**src/rtl/uart_pkg.sv**
```systemverilog
// Shared types and frame constants for the uart_core TX/RX state machines.
package uart_pkg;

    localparam int   DATA_BITS = 8;
    localparam logic START_BIT = 1'b0;
    localparam logic STOP_BIT  = 1'b1;

    typedef enum logic [2:0] {
        TX_IDLE,
        TX_START,
        TX_DATA,
        TX_STOP,
        TX_CLEANUP
    } tx_state_t;

    typedef enum logic [2:0] {
        RX_IDLE,
        RX_START,
        RX_DATA,
        RX_STOP,
        RX_CLEANUP
    } rx_state_t;

endpackage

```
**src/rtl/uart_baud_timer.sv**
```systemverilog
// Bit-period timer: counts 0..limit-1, flags the last count and wraps to 0,
// so a state that keeps the timer running lasts exactly 'limit' clocks.
module uart_baud_timer #(
    parameter int CNT_W = 8
) (
    input  logic             clk,
    input  logic             rst_n,
    input  logic             clear,
    input  logic [CNT_W-1:0] limit,
    output logic             expire
);

    logic [CNT_W-1:0] cnt;

    assign expire = (cnt == limit - 1'b1);

    // Free-running count held at zero while cleared, wrapping on expiry
    always_ff @(posedge clk) begin
        if (!rst_n || clear) begin
            cnt <= '0;
        end else if (expire) begin
            cnt <= '0;
        end else begin
            cnt <= cnt + 1'b1;
        end
    end

endmodule

```
**src/rtl/uart_core.sv**
```systemverilog
// Full-duplex 8N1 UART (transmitter + receiver) sharing one baud parameter.
// Optional build macro UART_CORE_LOOPBACK_EN adds i_Loopback, which feeds the
// receiver from the transmitter's line instead of i_RX_Serial.
module uart_core
    import uart_pkg::*;
#(
    parameter int CLKS_PER_BIT = 217
) (
    input  logic       i_Clock,
    input  logic       i_Rst_n,
    input  logic       i_TX_DV,
    input  logic [7:0] i_TX_Byte,
    output logic       o_TX_Active,
    output logic       o_TX_Serial,
    output logic       o_TX_Done,
    input  logic       i_RX_Serial,
`ifdef UART_CORE_LOOPBACK_EN
    input  logic       i_Loopback,
`endif
    output logic       o_RX_DV,
    output logic [7:0] o_RX_Byte
);

    localparam int               CNT_W    = $clog2(CLKS_PER_BIT + 1);
    localparam logic [CNT_W-1:0] FULL_BIT = CNT_W'(CLKS_PER_BIT);
    localparam logic [CNT_W-1:0] HALF_BIT = CNT_W'((CLKS_PER_BIT - 1) / 2);
    localparam logic [2:0]       LAST_IDX = 3'(DATA_BITS - 1);

    // ---------------- transmitter ----------------
    tx_state_t  tx_state, tx_state_n;
    logic [7:0] tx_byte, tx_byte_n;
    logic [2:0] tx_idx, tx_idx_n;
    logic       tx_clear, tx_expire;

    uart_baud_timer #(.CNT_W(CNT_W)) u_tx_timer (
        .clk    (i_Clock),
        .rst_n  (i_Rst_n),
        .clear  (tx_clear),
        .limit  (FULL_BIT),
        .expire (tx_expire)
    );

    // TX state register; the latched byte is payload and needs no reset
    always_ff @(posedge i_Clock) begin
        if (!i_Rst_n) begin
            tx_state <= TX_IDLE;
            tx_idx   <= '0;
        end else begin
            tx_state <= tx_state_n;
            tx_idx   <= tx_idx_n;
        end
        tx_byte <= tx_byte_n;
    end

    // TX next state and line outputs decoded from the current state
    always_comb begin
        tx_state_n  = tx_state;
        tx_byte_n   = tx_byte;
        tx_idx_n    = tx_idx;
        tx_clear    = 1'b0;
        o_TX_Serial = STOP_BIT;
        o_TX_Active = 1'b0;
        o_TX_Done   = 1'b0;
        case (tx_state)
            TX_IDLE: begin
                tx_clear = 1'b1;
                tx_idx_n = '0;
                if (i_TX_DV) begin
                    tx_byte_n  = i_TX_Byte;
                    tx_state_n = TX_START;
                end
            end
            TX_START: begin
                o_TX_Serial = START_BIT;
                o_TX_Active = 1'b1;
                if (tx_expire) tx_state_n = TX_DATA;
            end
            TX_DATA: begin
                o_TX_Serial = tx_byte[tx_idx];
                o_TX_Active = 1'b1;
                if (tx_expire) begin
                    if (tx_idx == LAST_IDX) tx_state_n = TX_STOP;
                    else                    tx_idx_n   = tx_idx + 1'b1;
                end
            end
            TX_STOP: begin
                o_TX_Active = 1'b1;
                if (tx_expire) tx_state_n = TX_CLEANUP;
            end
            TX_CLEANUP: begin
                o_TX_Done  = 1'b1;
                tx_clear   = 1'b1;
                tx_state_n = TX_IDLE;
            end
            default: tx_state_n = TX_IDLE;
        endcase
    end

    // ---------------- receiver ----------------
    logic rx_line;
`ifdef UART_CORE_LOOPBACK_EN
    assign rx_line = i_Loopback ? (o_TX_Active ? o_TX_Serial : 1'b1) : i_RX_Serial;
`else
    assign rx_line = i_RX_Serial;
`endif

    logic       rx_sync_p0, rx_sync_p1;
    rx_state_t  rx_state, rx_state_n;
    logic [7:0] rx_shift, rx_shift_n;
    logic [7:0] rx_byte, rx_byte_n;
    logic [2:0] rx_idx, rx_idx_n;
    logic       rx_dv, rx_dv_n;
    logic       rx_armed, rx_armed_n;
    logic       rx_clear, rx_expire;
    logic [CNT_W-1:0] rx_limit;

    uart_baud_timer #(.CNT_W(CNT_W)) u_rx_timer (
        .clk    (i_Clock),
        .rst_n  (i_Rst_n),
        .clear  (rx_clear),
        .limit  (rx_limit),
        .expire (rx_expire)
    );

    // Two-flop synchronizer for the asynchronous serial input; idles high
    always_ff @(posedge i_Clock) begin
        if (!i_Rst_n) begin
            rx_sync_p0 <= 1'b1;
            rx_sync_p1 <= 1'b1;
        end else begin
            rx_sync_p0 <= rx_line;
            rx_sync_p1 <= rx_sync_p0;
        end
    end

    // RX state and output registers; the shift register is payload only
    always_ff @(posedge i_Clock) begin
        if (!i_Rst_n) begin
            rx_state <= RX_IDLE;
            rx_idx   <= '0;
            rx_byte  <= '0;
            rx_dv    <= 1'b0;
            rx_armed <= 1'b0;
        end else begin
            rx_state <= rx_state_n;
            rx_idx   <= rx_idx_n;
            rx_byte  <= rx_byte_n;
            rx_dv    <= rx_dv_n;
            rx_armed <= rx_armed_n;
        end
        rx_shift <= rx_shift_n;
    end

    // RX next state: a start needs a high-then-low in IDLE (rx_armed), so a
    // line stuck low never retriggers after a framing error
    always_comb begin
        rx_state_n = rx_state;
        rx_shift_n = rx_shift;
        rx_byte_n  = rx_byte;
        rx_idx_n   = rx_idx;
        rx_dv_n    = 1'b0;
        rx_armed_n = rx_armed;
        rx_clear   = 1'b0;
        rx_limit   = FULL_BIT;
        case (rx_state)
            RX_IDLE: begin
                rx_clear = 1'b1;
                rx_idx_n = '0;
                if (rx_sync_p1 == START_BIT && rx_armed) begin
                    rx_armed_n = 1'b0;
                    rx_state_n = RX_START;
                end else if (rx_sync_p1 == STOP_BIT) begin
                    rx_armed_n = 1'b1;
                end
            end
            RX_START: begin
                rx_limit = HALF_BIT;
                if (rx_expire) begin
                    if (rx_sync_p1 == START_BIT) rx_state_n = RX_DATA;
                    else                         rx_state_n = RX_IDLE;
                end
            end
            RX_DATA: begin
                if (rx_expire) begin
                    rx_shift_n = {rx_sync_p1, rx_shift[7:1]};
                    if (rx_idx == LAST_IDX) rx_state_n = RX_STOP;
                    else                    rx_idx_n   = rx_idx + 1'b1;
                end
            end
            RX_STOP: begin
                if (rx_expire) begin
                    if (rx_sync_p1 == STOP_BIT) begin
                        rx_byte_n = rx_shift;
                        rx_dv_n   = 1'b1;
                    end
                    rx_state_n = RX_CLEANUP;
                end
            end
            RX_CLEANUP: begin
                rx_clear   = 1'b1;
                rx_state_n = RX_IDLE;
            end
            default: rx_state_n = RX_IDLE;
        endcase
    end

    assign o_RX_DV   = rx_dv;
    assign o_RX_Byte = rx_byte;

endmodule

```
**config.mk**
```make
export PLATFORM = sky130hd
export DESIGN_NAME = uart_core
export DESIGN_NICKNAME = d
export VERILOG_FILES = /design/src/rtl/uart_pkg.sv /design/src/rtl/uart_baud_timer.sv /design/src/rtl/uart_core.sv
export SDC_FILE = /design/constraint.sdc
export NUM_CORES = 1
export LEC_CHECK = 0
export ABC_AREA = 1
export ABC_CLOCK_PERIOD_IN_PS = 3960
export BUFFER_PORTS_ARGS = -buffer_cell sky130_fd_sc_hd__buf_4
export CAP_MARGIN = 20
export CORE_ASPECT_RATIO = 2
export CORE_MARGIN = 2
export CORE_UTILIZATION = 30
export CTS_CLUSTER_SIZE = 16
export DETAILED_ROUTE_END_ITERATION = 6
export HOLD_SLACK_MARGIN = 0.08
export PLACE_DENSITY = 0.48
export SYNTH_ARGS = -nofsm -noshare
export SYNTH_HDL_FRONTEND = slang
export SYNTH_HIERARCHICAL = 1
export SYNTH_SLANG_ARGS = --single-unit
```
**constraint.sdc**
```tcl
create_clock -name i_Clock -period 3.96 [get_ports i_Clock]
set_clock_uncertainty 0.1 [all_clocks]
set_input_delay 0.594 -clock i_Clock [delete_from_list [all_inputs] [get_ports i_Clock]]
set_output_delay 0.594 -clock i_Clock [all_outputs]
set_load 0.01 [all_outputs]
```
==> impl_metrics.tcl <==
set metrics [dict create \
    power_density_mw_per_mm2 459 \
    final_nets 470 \
    gr-usage-all-layers_pct 11.9 \
    ys_top_cells_by_area "dfxtp_1, edfxtp_1, nand2_1" \
    path_class "reg2reg" \
    cp_data_required_time_ns 3.79 \
    yosysWarnings 6 \
    die_w_um 74.6 \
    cpMaxStageDelayCell "dfxtp_1" \
    via_per_inst 4.13 \
    crit_top_cell "nor2_1" \
    start_kind "flip-flop" \
    cts-root-buf "clkbuf_16" \
    start_util_pct 30.8 \
    achievable-frequency_mhz 313 \
    critPathMaxFanout 9 \
    hold_path_class "reg2reg" \
    clk_pin_slew_ns 0.07 \
    grt_max_degree 19 \
    diodes 0 \
    rsz0062_at_grt "no" \
    core_mm2 0.00970 \
    cts_setup_buffers 0 \
    ys_seq_elements 56 \
    power_frac_clock_pct 30.1 \
    finalPower_mw 1.65 \
    stdcell_count 583 \
    hold_depth 1 \
    async_flop_share_pct 0 \
    drc 0 \
    synth_edf_count 16 \
    filler_cell_count 1069 \
    p_switching_mw 0.543 \
    multi_input_area_mm2 0.00158 \
    cts_tree "yes" \
    finalWeightedCongestion 0.807 \
    slowest_delay_ns 0.50 \
    relSlewSlack_pct 56.0 \
    max_cap_violations 0 \
    yosysSeqAreaShare_pct 42.9 \
    synth_top_area_share_pct 26.8 \
    drive_gt1_share_pct 14.2 \
    htree_levels 2 \
    cts_resized 0 \
    gr-total-overflow 0 \
    detail-route-antenna-nets 0 \
    vdd_ir_drop_max_v 0.000277 \
    drtIter0Drc 102 \
    grt_antenna_before_repair 0 \
    fin_tns_setup_ns 0 \
    rows 51 \
    pin_count 24 \
    drv_slew 0 \
    seqCellArea_mm2 0.00128 \
    clock_sinks 56 \
    cts_buffers 5 \
    r2r_cells 11 \
    power.share.switching_pct 32.9 \
    cp-end-kind "flip-flop" \
    clk_latency_ns 0.29 \
    ctsHoldBuffers 0 \
    num_vias 2406 \
    avgRoutedWirePerCell_um 9.96 \
    cp_data_arrival_time_ns 3.02 \
    p_seq_share_pct 41.8 \
    combPwrFrac_pct 28.1 \
    max-clock-path-buffers 2 \
    yosys.area.top_type "dfxtp_1" \
    synth_cells 392 \
    die-area_mm2 0.0108 \
    grt_pass1_wl_mm 9.97 \
    drt-total-wl_mm 5.81 \
    dp_cells 575 \
    first_global_vias 2302 \
    hold_viol_final 0 \
    drtPass1Iterations 5 \
    power.internal_mw 1.11 \
    worstPathCellList "inv_2 -> nand3_1 -> inv_1 -> ha_1 -> xor2_1 -> nand2_1 -> nor2_1 -> nand3_2 -> nor2_1 -> inv_1 -> nor2_1" \
    hpwl_mm 4.56 \
    setup_viol 0 \
    finalCritPeriodShare_pct 80.6 \
    synth_area_mm2 0.00299 \
    whs_ns 0.314 \
    status "completed" \
    p_leak_nw 1.67 \
    synthFlopType "dfxtp_1" \
    area_delta_synth_final_pct 20.2 \
    yosys.cell_types.count 28 \
    worstMarginPinSlew_ns 0.657 \
    io_buffers 23 \
    avgSynthCellArea_um2 7.63 \
    die_h_um 145 \
    layout_min_cycle_time_ns 3.19 \
]
==> state kept, by name, summed over array words and instances (netlist names) <==
signal	count
o_RX_Byte	8
rx_shift	8
tx_byte	8
u_rx_timer/cnt	8
u_tx_timer/cnt	8
rx_idx	3
rx_state	3
tx_idx	3
tx_state	3
o_RX_DV	1
rx_armed	1
rx_sync_p0	1
rx_sync_p1	1
==> area by class of cell <==
cell class	instances	share of cell area (%)
sequential	56	35.7
multi-input combinational	303	43.9
clock buffer	6	3.59
inverter	61	6.51
clock inverter	2	0.975
timing repair buffer	23	4.81
tap	132	4.60
==> power groups by stage <==
| stage | Combinational (mW) | Clock (mW) | Sequential [mW] |
|---|---|---|---|
| final | 0.463 | 0.497 | 0.690 |
| after global routing | 0.534 | 0.543 | 0.698 |
| after CTS | 0.469 | 0.523 | 0.690 |
| after detailed placement | 0.467 | 0 | 0.703 |
| after global placement | 0.464 | 0 | 0.702 |
| after floorplan | 0.354 | 0 | 0.693 |
==> path summary, 6_finish.rpt <==
kind,start,endpoint,slack (ns)
max reg2reg,rx_state[1]$_SDFFE_PN0P_,rx_shift[2]$_DFFE_PP_,0.77
min,rx_sync_p0$_SDFF_PN1_,rx_sync_p1$_SDFF_PN1_,0.31
min reg2reg,rx_sync_p0$_SDFF_PN1_,rx_sync_p1$_SDFF_PN1_,0.31
max,rx_state[1]$_SDFFE_PN0P_,rx_shift[2]$_DFFE_PP_,0.77
==> cells by family (layout without fill, tap and decap cells) <==
kind of cell,after synthesis,in the layout,synth area share (%)
buffers and inverters,64,92,8.33
AND/OR/NAND/NOR,212,212,32.6
adder cells (fa/ha/maj),8,8,3.35
AO/OA/AOI/OAI,24,24,4.94
flip-flops,56,56,42.9
other,2,33,0.251
XOR/XNOR,26,26,7.62
==> stage by stage <==
step | utilization [%] | setup WS (ns) | cell area, um^2
detailed placement | 35.3 | 0.727 | 3430
global placement | 35.3 | 0.862 | 3430
finish | 37.0 | 0.769 | 3590
CTS | 37.0 | 0.751 | 3590
global route | 37.0 | 0.355 | 3590
floorplan | - | 1.18 | 3110
==> metal layers <==
metal	vias up	share of wire, %	track usage (%)
met3	11	1.8	2.15
li1	1301	-	-
met5	-	0	0
met4	0	2.3	5.98
met1	1066	38	11.7
met2	28	58	22.2
==> cell usage in the layout (no fill, tap or decap) <==
master / synthesis / final
nand2_2: 3 / 3
nand4_1: 2 / 2
nand3_2: 4 / 4
nand2_1: 88 / 88
clkbuf_16: 0 / 5
a21oi_1: 8 / 8
bufinv_16: 0 / 1
clkinv_2: 0 / 1
nand3_1: 30 / 30
inv_1: 55 / 55
o21ai_0: 3 / 3
buf_4: 0 / 23
nand3_4: 1 / 1
nor2_2: 16 / 16
conb_1: 2 / 33
dfxtp_1: 40 / 40
ha_1: 8 / 8
inv_6: 1 / 1
clkbuf_1: 0 / 1
xor2_1: 18 / 18
inv_2: 5 / 5
nor2_4: 1 / 1
nor2_8: 1 / 1
edfxtp_1: 16 / 16
o21bai_4: 2 / 2
nand3b_1: 4 / 4
xnor2_1: 8 / 8
or2_1: 2 / 2
nor3_1: 6 / 6
o21ai_1: 11 / 11
nor2_1: 54 / 54
==> Yosys cell counts, types with 6 or more instances <==
library cell	count
a21oi_1	8
dfxtp_1	40
edfxtp_1	16
ha_1	8
inv_1	55
nand2_1	88
nand3_1	30
nor2_1	54
nor2_2	16
nor3_1	6
o21ai_1	11
xnor2_1	8
xor2_1	18
==> critical path, delay by kind of cell, from the launching register on <==
family	cells	cell delay (ns)
buffers and inverters	3	0.35
DFF	1	0.50
xor gates and xnor gates	1	0.15
and+or+nand+nor	6	1.41
adders and majority gates	1	0.32
No activity file was read; power rests on OpenSTA's default activity.
